$ cat config.mk
export PLATFORM = sky130hd
export DESIGN_NAME = bsc_scan_master
export DESIGN_NICKNAME = d
export VERILOG_FILES = /design/src/rtl/bsc_scan_master.sv
export SDC_FILE = /design/constraint.sdc
export NUM_CORES = 1
export LEC_CHECK = 0
export ABC_AREA = 0
export ABC_CLOCK_PERIOD_IN_PS = 2400
export CORE_MARGIN = 4
export CORE_UTILIZATION = 40
export CTS_CLUSTER_SIZE = 14
export DETAILED_ROUTE_END_ITERATION = 10
export PLACE_DENSITY = 0.74
export SLEW_MARGIN = 25
export SYNTH_ARGS = -nofsm -noshare
export SYNTH_HDL_FRONTEND = slang
export SYNTH_SLANG_ARGS = --single-unit
$ cat constraint.sdc
create_clock -name CLK2 -period 2.4 [get_ports CLK2]
set_input_delay 0.48 -clock CLK2 [delete_from_list [all_inputs] [get_ports CLK2]]
set_output_delay 0.48 -clock CLK2 [all_outputs]
set_load 0.01 [all_outputs]
$ cat src/rtl/bsc_scan_master.sv
// bsc_scan_master: on-chip scan driver for the virtual boundary-scan cell
// chain. Runs one Capture-Shift-Update pass per command. It generates tck,
// tdi and the cdr/sdr/udr strobes, and returns the tdo bits seen in Shift.
// Optional feature: define BSC_SCAN_LOOPBACK_EN to add the 'loopback' input.
// When loopback is high, the Shift sample is taken from the registered tdi
// instead of tdo.
module bsc_scan_master #(
  parameter int CHAIN_LEN = 12,
  parameter int LEN_W     = 4,
  parameter int TCK_DIV   = 4
) (
  input  logic                 CLK2,
  input  logic                 RST_N,
`ifdef BSC_SCAN_LOOPBACK_EN
  input  logic                 loopback,
`endif
  input  logic                 cmd_valid,
  output logic                 cmd_ready,
  input  logic [LEN_W-1:0]     cmd_len,
  input  logic [CHAIN_LEN-1:0] cmd_data,
  output logic                 rsp_valid,
  input  logic                 rsp_ready,
  output logic [CHAIN_LEN-1:0] rsp_data,
  output logic                 tck,
  output logic                 tdi,
  input  logic                 tdo,
  output logic                 vjtag_cdr,
  output logic                 vjtag_sdr,
  output logic                 vjtag_udr
);

  localparam int CW = $clog2(2 * TCK_DIV) + 1;
  localparam logic [CW-1:0]    CNT_LAST = CW'(2 * TCK_DIV - 1);
  localparam logic [CW-1:0]    CNT_HIGH = CW'(TCK_DIV);
  localparam logic [CW-1:0]    CNT_RISE = CW'(TCK_DIV - 1);
  localparam logic [LEN_W-1:0] LEN_MAX  = LEN_W'(CHAIN_LEN);

  typedef enum logic [2:0] {IDLE, CAP, SHIFT, UPD, RSP} state_t;

  state_t               state_q, state_d;
  logic [CW-1:0]        cnt_q, cnt_d;
  logic [LEN_W-1:0]     idx_q, idx_d;
  logic [LEN_W-1:0]     len_q, len_d;
  logic [CHAIN_LEN-1:0] sr_q;
  logic [CHAIN_LEN-1:0] rsp_q;
  logic                 tck_q, tck_d;
  logic                 tdi_q, tdi_d;
  logic                 cdr_q, sdr_q, udr_q;
  logic                 accept, period_end, scanning_d, shift_en, sample_en;
  logic                 sample;

`ifdef BSC_SCAN_LOOPBACK_EN
  logic lb_q;

  // Loopback mode is captured at accept and stays fixed for the whole command.
  always_ff @(posedge CLK2 or negedge RST_N) begin
    if (!RST_N)      lb_q <= 1'b0;
    else if (accept) lb_q <= loopback;
  end

  assign sample = lb_q ? tdi_q : tdo;
`else
  assign sample = tdo;
`endif

  // Next-state logic: sequencer, tck period counter, shift index and registered outputs.
  always_comb begin
    state_d    = state_q;
    cnt_d      = cnt_q;
    idx_d      = idx_q;
    len_d      = len_q;
    accept     = 1'b0;
    period_end = (cnt_q == CNT_LAST);
    unique case (state_q)
      IDLE: begin
        if (cmd_valid) begin
          accept  = 1'b1;
          state_d = CAP;
          cnt_d   = '0;
          idx_d   = '0;
          len_d   = (cmd_len > LEN_MAX) ? LEN_MAX : cmd_len;
        end
      end
      CAP: begin
        cnt_d = cnt_q + 1'b1;
        if (period_end) begin
          cnt_d   = '0;
          state_d = (len_q != '0) ? SHIFT : UPD;
        end
      end
      SHIFT: begin
        cnt_d = cnt_q + 1'b1;
        if (period_end) begin
          cnt_d = '0;
          idx_d = idx_q + 1'b1;
          if (idx_q == len_q - 1'b1) state_d = UPD;
        end
      end
      UPD: begin
        cnt_d = cnt_q + 1'b1;
        if (period_end) begin
          cnt_d   = '0;
          state_d = RSP;
        end
      end
      RSP: begin
        if (rsp_ready) state_d = IDLE;
      end
      default: state_d = IDLE;
    endcase

    // Outputs are derived from the next state so that they leave the register
    // clean. They change only at the first cycle of a low phase, except tck.
    scanning_d = (state_d == CAP) || (state_d == SHIFT) || (state_d == UPD);
    tck_d      = scanning_d && (cnt_d >= CNT_HIGH);
    shift_en   = (state_d == SHIFT) && (cnt_d == '0);
    tdi_d      = (state_d != SHIFT) ? 1'b0 : (shift_en ? sr_q[0] : tdi_q);
    // Sample tdo on the CLK2 edge that raises tck. This happens before the
    // chain shifts on that same rise.
    sample_en  = (state_q == SHIFT) && (cnt_q == CNT_RISE);
  end

  // Control and output registers; a reset aborts any scan in progress.
  always_ff @(posedge CLK2 or negedge RST_N) begin
    if (!RST_N) begin
      state_q <= IDLE;
      cnt_q   <= '0;
      idx_q   <= '0;
      len_q   <= '0;
      tck_q   <= 1'b0;
      tdi_q   <= 1'b0;
      cdr_q   <= 1'b0;
      sdr_q   <= 1'b0;
      udr_q   <= 1'b0;
      rsp_q   <= '0;
    end else begin
      state_q <= state_d;
      cnt_q   <= cnt_d;
      idx_q   <= idx_d;
      len_q   <= len_d;
      tck_q   <= tck_d;
      tdi_q   <= tdi_d;
      cdr_q   <= (state_d == CAP);
      sdr_q   <= (state_d == SHIFT);
      udr_q   <= (state_d == UPD);
      if (accept)         rsp_q        <= '0;
      else if (sample_en) rsp_q[idx_q] <= sample;
    end
  end

  // Shift-in data register; no reset is needed because it is loaded on every accept.
  always_ff @(posedge CLK2) begin
    if (accept)        sr_q <= cmd_data;
    else if (shift_en) sr_q <= sr_q >> 1;
  end

  assign cmd_ready = (state_q == IDLE);
  assign rsp_valid = (state_q == RSP);
  assign rsp_data  = rsp_q;
  assign tck       = tck_q;
  assign tdi       = tdi_q;
  assign vjtag_cdr = cdr_q;
  assign vjtag_sdr = sdr_q;
  assign vjtag_udr = udr_q;

endmodule
* Word-level counts from Yosys, hierarchy flattened
Cells that the tools add are included.
** Storage, ports and cells
- Bits in latches :: 0
- Word-level logic and storage cells :: 73
- Bits of input ports :: 21
- RAM bits :: 0
- Bits in registers :: 44
- Output and inout bits :: 19
- Memories kept :: 0
- Bits in read-only memories :: 0
** Operators by class
- Divide/modulo/power cells :: 0
- Multiply operators :: 0
- Muxes and demuxes :: 26
- Equal/unequal tests :: 13
- Reduce and logical (&&, ||, !) cells :: 16
- Magnitude comparators :: 4
- $add $sub $neg :: 3
- Bitwise operators :: 0
- Shift operators :: 0
** Operator list (count)
- $mux 12 :: 4
- $mux 4 :: 5
- $mux 3 :: 6
- $pmux 4 s2 :: 2
- $pmux 3 s5 :: 1
- $bwmux 12 :: 1
- $eq 3x2->1 const B :: 4
- $add 4x1->4 const B :: 2
- $reduce_bool 2->1 :: 4
- $eq 3x1->1 const B :: 2
- $mux 1 :: 6
- $lt 4x5->1 const B :: 1
- $demux 1 s4 :: 1
- $eq 4x2->1 const B :: 1
- $eq 4x3->1 const B :: 1
- $eq 4x4->1 :: 1
- $ge 4x1->1 const B :: 1
- $ge 4x3->1 const B :: 1
- $gt 4x4->1 const B :: 1
- $logic_and 1x1->1 :: 4
- $logic_not 4->1 :: 1
- $ne 2x2->1 const B :: 2
- $reduce_bool 4->1 :: 1
- $sub 4x1->4 const B :: 1
- other kinds (7) :: 8

* Depth between registers and ports, before layout
- Word-level depth :: 9
- Mapped depth :: 7
- Depth with buffers taken out :: 7

* Worst setup path before layout
No wires, ideal clock.
- Path type :: register -> register
- From :: register cnt_q[0]
- To :: register sr_q[0], enable pin
- Data required time :: 2.106 ns
- Setup slack :: 0.108 ns
- Arrival time :: 1.998 ns
- Setup time :: 0.294 ns
- Clock period less this slack :: 2.292 ns
- Stages on the path, launching flop included :: 8
- Path through :: dfrtp_1 -> ha_1 -> and3b_1 -> buf_2 -> or4_1 -> mux2i_1 -> nor4_1 -> a21o_1
** Between the ends
- Longest elaborated chain between the ends :: 6
- Elaborated cells between the ends (all ways) :: 13
** Ends and longest elaborated chain
- start, declared :: RTL line 41 : logic [CW-1:0] cnt_q, cnt_d;
- start signal, assigned :: RTL line 138 : cnt_q <= cnt_d;
- $add 4x1->4 / $eq 4x3->1 (equally long branches)
- $mux 4 (*) :: RTL line 86, 93, 101
- $pmux 4 s2 (*) :: RTL line 74 : unique case (state_q)
- via cnt_d[3] :: RTL line 41
- $logic_not 4->1 (*) :: RTL line 116 : shift_en = (state_d == SHIFT) && (cnt_d == '0);
- $logic_and 1x1->1 (*) :: RTL line 116
- $reduce_bool 2->1 (no source line) (*)
- end signal, assigned :: RTL line 153 : if (accept) sr_q <= cmd_data;
- end signal, assigned :: RTL line 154 : else if (shift_en) sr_q <= sr_q >> 1;
- end, declared :: RTL line 44 : logic [CHAIN_LEN-1:0] sr_q;
Mark *: on every way through the listed nets, which the timed path passes. The rest lies on a longest branch.
A chain may end at the register's enable or synchronous reset.

* Worst setup path after layout
- From :: register cnt_q[0]
- To :: register sr_q[9], enable pin
The elaborated chain is that of the path after synthesis.

==> metrics.md <==
| Metric | Value |
|---|---|
| Post-synth top area share | `37.2%` |
| Setup violators final | `0` |
| Cts bufs inserted | `5` |
| Largest cells by area after synthesis | `dfrtp_1 (37%), edfxtp_1 (17%), mux2_2 (6.8%)` |
| FP Rows | `26` |
| Post-synthesis xor/xnor area fraction | `3.66%` |
| Die height | `roughly 80 microns` |
| Post-synthesis mux area share | `a little over an eighth` |
| # port buffers | `39` |
| Max-cap violations | `0` |
| Post-synth ARST share | `72.7%` |
| P_sw | `970 uW` |
| Clk root buf | `clkbuf_8` |
| Worst vdd ir | `about 0.46 mV` |
| Core Area | `5170 sq um` |
| GPL Wtd Cong | `0.928` |
| Syn_area_per_cell | `between 10 and 15 sq um` |
| Compound-cell area share of the yosys netlist | `roughly 5.2%` |
| Post-route setup slack | `62.3 ps` |
| Met2 routed WL | `2080 microns` |
| Cell Area, Synth | `~2200 sq um` |
| Layout cell share with drive strength beyond 1 | `approximately 16%` |
| First-pass GRT wire length | `about 7400 microns` |
| Drc violations | `0` |
| Largest family of logic cells by synthesized area | `simple AND/OR/NAND/NOR gates` |
| CP Capture Type | `register` |
| Crit-path max FO | `12` |
| Number of I/O pins | `40` |
| Fin nets | `268` |
| CP startpoint | `cnt_q[0]$_DFF_PN0_` |
| Antenna diode count | `0` |
| Switching share of power | `34.1%` |
| CP arrival | `2400 ps` |
| Reg2reg path depth | `7` |
| Routed vias/inst | `5.01` |
| Routed via count | `1557` |
| CTS clk-pin slew, worst paths | `~80 ps` |
| CP startpoint kind | `register` |
| Die area | `between 6000 and 7000 sq um` |
| Sequential area share after synthesis | `54.0%` |
| Reg2reg start | `cnt_q[0]$_DFF_PN0_` |
| Yosys warns | `0` |
| CP Data Required Time | `2460 ps` |
| Maximum clock path buffer count | `2` |
| Worst Tran Pin Value | `401 ps` |
| Worst hold path type | `register to register` |
| Reg2Reg Setup Slack | `60 ps` |
| Gate power share | `41.3%` |
| Final Cycle Share | `97.4%` |
| Max Clk Rate | `around 0.43 GHz` |
| Yosys cell types | `37` |
| Routed len/inst | `13.9 microns` |
| Worst Hold Path EP | `rsp_data[0]$_DFFE_PN0P_` |
| Top Layer Used | `met4` |
| Clock power share | `between 15 and 20%` |
| DRT Wirelength | `4320 microns` |
| GRT Total Usage | `14.4%` |
| Status | `complete, no violations` |
| 1st-iter DRT viols | `around 230` |
| EDFF count, synth | `12` |
| Area after DPL | `about 2700 sq um` |
| CTS tree | `done` |
| Worst-Skew Late Latency | `290 ps` |
| Crit path time final | `2340 ps` |
| Syn nets | `218` |
| Place WS | `3.44 ps` |
| Sequential share of power | `42.1%` |
| Post-Synth Simple-Gate Area | `between 10% and 20%` |
| Clk sinks | `44` |
| H-tree depth | `2` |
| Power per cell area | `about 1000 nW/um^2` |
| Yosys top cell by area | `dfrtp_1` |
| Initial Util | `41.6%` |
| Metal3 WL | `around 220 microns` |
| M1 wire length | `1960 microns` |
| Number of synthesized register bits | `44` |
| Finished Cell Area | `around 2800 sq um` |
| R2R Path End | `sr_q[9]$_DFFE_PP_` |
| Worst hold path depth | `2` |
| Most used flip-flop cell after synthesis | `dfrtp_1` |
| Leakage | `0.00123 uW` |
| HPWL Detailed | `3050 microns` |
| Hold Startpoint | `rsp_data[0]$_DFFE_PN0P_` |
| Vias in the first global route | `approximately 1600` |
| Fin. max-slew vios | `0` |
| Largest net degree at the start of global routing | `37` |
| Post-synthesis adder-cell area fraction | `4.07%` |
| Layout area overhead | `29.7%` |
| Antenna violations before repair | `0` |
| Detail Route Antenna Nets | `0` |
| Crit Path Class | `register to register` |
| Internal Power | `1870 uW` |
| Drt pass-1 iters | `4` |
| Syn Inst Count | `190` |
| Total gr overflow | `0` |
| Die W | `81.3 microns` |
| Worst rel slew slack | `72.9%` |
| Setup Skew | `4.78 ps` |
| Final hold vios | `0` |
[synth_stat cells (2+ instances only)]
cell type	n
nor2_1	23
dfrtp_1	32
ha_1	7
clkbuf_1	3
inv_1	9
a21oi_1	2
xnor2_1	5
nand2_1	8
o41ai_1	2
nand3_1	17
nor2b_1	2
nand3b_1	2
o21ai_0	9
mux2i_1	14
buf_2	5
nand4_1	2
edfxtp_1	12
mux2_2	13
xor2_1	4
nor3_1	2
[registers in the layout, summed over array words and instances (netlist names)]
name / flops
rsp_data: 12
sr_q: 12
cnt_q: 4
idx_q: 4
len_q: 4
state_q: 3
tck: 1
tdi: 1
vjtag_cdr: 1
vjtag_sdr: 1
vjtag_udr: 1
[per-layer routing]
layer  vias to the layer above  GRT usage (%)
li1                        770              -
met1                       736           19.0
met2                        43           23.2
met3                         8           3.66
met4                         0           4.56
met5                         -              0
[how the worst max path moves through the flow]
stage,end,slack (ps)
after floorplan,sr_q[0]$_DFFE_PP_,110
after global placement,sr_q[9]$_DFFE_PP_,40
after detailed placement,sr_q[8]$_DFFE_PP_,3
after CTS,sr_q[10]$_DFFE_PP_,90
after global routing,sr_q[8]$_DFFE_PP_,-40
final,sr_q[9]$_DFFE_PP_,60
[layout make-up]
cell class | instances | area (sq um)
clock buffer | 8 | 90.1
sequential | 44 | 1160
tap | 70 | 87.6
fill | 429 | 2380
timing repair buffer | 51 | 493
inverter | 9 | 33.8
multi-input combinational | 129 | 925
[kinds of logic after synthesis]
group                    after synthesis
XOR/XNOR                               9
buffers and inverters                 17
flip-flops                            44
AND/OR/NAND/NOR                       68
adder cells (fa/ha/maj)                7
AO/OA/AOI/OAI                         18
multiplexers                          27
[placed cells by master, fill, tap and decap left out, types with 4 or more instances in the layout]
master	Yosys	final
clkdlybuf4s50_1	0	39
dfrtp_1	32	32
nor2_1	23	23
nand3_1	17	17
mux2_2	13	13
mux2i_1	14	13
edfxtp_1	12	12
buf_4	0	11
inv_1	9	9
o21ai_0	9	9
nand2_1	8	8
ha_1	7	7
clkbuf_8	0	6
xnor2_1	5	5
xor2_1	4	4
[worst max-delay path, cell delays in order, from the launching register on]
cell,delay [ps]
dfrtp_1,410
ha_1,210
and3b_2,250
or4_1,520
mux2i_2,250
nor4_1,100
a21o_1,210
buf_12,150
[power by group through the flow]
stage	combinational (uW)	sequential, uW	clock (uW)
finish	1170	1200	471
global route	1300	1230	511
CTS	1160	1200	487
global placement	1130	1200	0
floorplan	688	1200	0
detailed placement	1160	1210	0
[timing repair]
action,CTS,global route
setup endpoints to repair,0,12
hold buffers,0,0
resized for setup,0,2
setup buffers,0,1
[metrics by stage]
step                      utilization (%)  hold slack (ps)  cells  total power, uW  TNS, ps
after floorplan                         -              184    190             1890        0
after global placement               52.0              501    302             2330        0
after detailed placement             52.0              515    302             2370        0
after CTS                            53.7              532    310             2850        0
after global routing                 53.9              556    311             3040     -469
final                                53.9              523    311             2840        0
(Power assumes the default switching activity.)
==> edit, RTL diff (same flow settings) <==
The 5 states of `state_t` get a one-hot encoding in 5 bits.
--- a/src/rtl/bsc_scan_master.sv
+++ b/src/rtl/bsc_scan_master.sv
@@ -35,7 +35,7 @@
   localparam logic [CW-1:0]    CNT_RISE = CW'(TCK_DIV - 1);
   localparam logic [LEN_W-1:0] LEN_MAX  = LEN_W'(CHAIN_LEN);
 
-  typedef enum logic [2:0] {IDLE, CAP, SHIFT, UPD, RSP} state_t;
+  typedef enum logic [4:0] {IDLE = 5'b00001, CAP = 5'b00010, SHIFT = 5'b00100, UPD = 5'b01000, RSP = 5'b10000} state_t;
 
   state_t               state_q, state_d;
   logic [CW-1:0]        cnt_q, cnt_d;
Check against the original RTL: no difference found for any inputs over 10 cycles, from zero or initial values and one cycle with RST_N low; not proved beyond that.
==> edit against the original RTL <==
Routed wire length is 23% higher. Total power is 19% lower. Area after synthesis increased by 13%. Fmax grew 2.1%. Sequential power shrank 12%. Utilization down 2.2 points. Worst setup slack better by 0.048 ns. Non-clock buffer count decreased by 2. Combinational power is 32% lower. Clock power down 3%. Sequential cell count is 2 higher. Cell area increased by 9.2%. Critical path type is now flop to primary output. Critical endpoint is now cmd_ready. Highest routed layer unchanged.
==> edit: results (changes against the original RTL) <==
stage,metric,value,unit,change
place,Final GP Congestion,0.862,,was 0.928
drt,per-cell routed wire length,14.4,um,was 13.9 um
drt,Via density,5.16,,was 5.01
logic_synthesis,Synth warnings,0,,unchanged
clock_network,clk buf depth,2,,unchanged
clock_network,# H-tree levels,2,,unchanged
grt,first-pass GRT wire length,9130,um,was 7370 um
grt,largest net degree at the start of global routing,36,,was 37
grt,initial antenna violation count,0,,unchanged
grt,grt met3 use,0.0355,,was 0.0366
logic_synthesis,sequential fraction of the synthesis area,0.500,,was 0.540
place,Post-DP Area,0.00294,mm2,was 0.00269 mm2
final_layout,ratio of cells with drive above 1 in the final layout,0.0959,,was 0.158
clock_network,clk root buf,clkbuf_8,,unchanged
clock_network,"Reg clk slew, reported paths",0.08,ns,about the same
critical_path,Crit path max-delay family,buffers and inverters,,was simple AND/OR/NAND/NOR gates
grt,met2 Usage GRT,0.248,,was 0.232
min_path,Hold Path Class,flop to flop,,unchanged
final_layout,Nets,319,,was 268
power,Lkg Pwr,1.35,nW,was 1.23 nW
clock_network,CTS Buf Count,5,,unchanged
clock_network,clk_lat worst skew,0.30,ns,
final_layout,Non-Filler Instances,367,,was 311
logic_synthesis,synth unique cells,49,,was 37
grt,met1 layer usage reported by global route,0.208,,was 0.190
logic_synthesis,Post-synth top cells,"nand2_1 (53), dfrtp_1 (33), nor2_1 (18)",,"was dfrtp_1 (32), nor2_1 (23), nand3_1 (17)"
logic_synthesis,Synthesized Nets,274,,was 218
drt,1st-pass router iterations,4,,unchanged
drt,wire length on met3,251,um,was 217 um
critical_path,CP max FO,6,,was 12
drt,metal1 wirelength,2390,um,was 1960 um
power,switching portion of total power,0.334,,was 0.341
power,sequential power,1.06,mW,was 1.20 mW
power,Comb group,0.791,mW,was 1.17 mW
logic_synthesis,Synth area leaders,"dfrtp_1 (34%), edfxtp_1 (15%), nand2_1 (8.2%)",,"was dfrtp_1 (37%), edfxtp_1 (17%), mux2_2 (6.8%)"
critical_path,"slowest stage delay, CP",0.57,ns,was 0.52 ns
place,DP HPWL,3790,um,was 3050 um
place,I/O Buffers,39,,unchanged
final_layout,diodes inserted,0,,unchanged
place,Placed Cells,358,,was 302
status,status,completed,,unchanged
drt,met2 WL,2580,um,was 2080 um
drt,Highest Signal Layer,met4,,unchanged
drt,DRT iter0 DRCs,92,,was 225
sta,Worst Tran Pin Value,0.490,ns,was 0.401 ns
logic_synthesis,"EDFF count, synth",12,,unchanged
final_layout,Filler Cell Count,548,,was 429
critical_path,Critical-path top delay cell,clkdlybuf4s50_1,,was or4_1
grt,GRT Total Usage,0.156,,was 0.144
logic_synthesis,ys async rst share,0.739,,was 0.727
logic_synthesis,syn avg cell area,9.86,um2,was 11.3 um2
sta,Clock Skew,0.00614,ns,was 0.00478 ns
grt,number of global-route vias before repair,1922,,was 1557
sta,final setup violation count,0,,unchanged
power,VDD IR max,335,uV,was 465 uV
critical_path,critical path arrival,1.81,ns,was 2.40 ns
==> edit: per-stage QoR <==
| step | total power [mW] | utilization | worst slack (ns) |
|---|---|---|---|
| after floorplan | 1.58 | - | 0.146 |
| after detailed placement | 1.86 | 0.500 | 0.0471 |
| after CTS | 2.32 | 0.515 | 0.0284 |
| after global routing | 2.47 | 0.518 | 0.00454 |
| after global placement | 1.82 | 0.500 | 0.0889 |
| final | 2.31 | 0.518 | 0.110 |
==> edit: path summary, 6_finish.rpt <==
path	from	end	slack, ns	cells past startpoint
worst max register to register	state_q[2]$_DFF_PN0_	sr_q[7]$_DFFE_PP_	0.12	6
max in group asynchronous	RST_N	state_q[0]$_DFF_PN1_	1.46	2
min in group asynchronous	RST_N	vjtag_cdr$_DFF_PN0_	0.59	2
worst min-delay path	sr_q[5]$_DFFE_PP_	sr_q[4]$_DFFE_PP_	0.53	2
worst min register to register	sr_q[5]$_DFFE_PP_	sr_q[4]$_DFFE_PP_	0.53	2
worst max-delay path	state_q[3]$_DFF_PN0_	cmd_ready	0.11	3
==> edit: layout make-up <==
class	instances	area share
Clock buffer	5	0.0226
Sequential cell	46	0.398
Multi-Input combinational cell	185	0.382
Timing Repair Buffer	49	0.156
Clock inverter	3	0.00534
Tap cell	75	0.0308
Inverter	4	0.00493
==> edit: kinds of logic (layout without fill, tap and decap cells) <==
kind of cell,Yosys count,count (layout),synth area share
DFF,46,46,0.500
muxes,10,10,0.0418
AOI/OAI and AO/OA,35,35,0.0975
xor gates and xnor gates,9,9,0.0325
buffers and inverters,15,61,0.0263
and+or+nand+nor,124,124,0.266
adders and majority gates,7,7,0.0361
==> edit: repair_timing <==
item / 4_1_cts / 5_1_grt
resized for setup: 3 / 3
buffers inserted: 0 / 1
pin swaps: 0 / 1
endpoints found under the setup margin: 2 / 13
hold buffers: 0 / 0
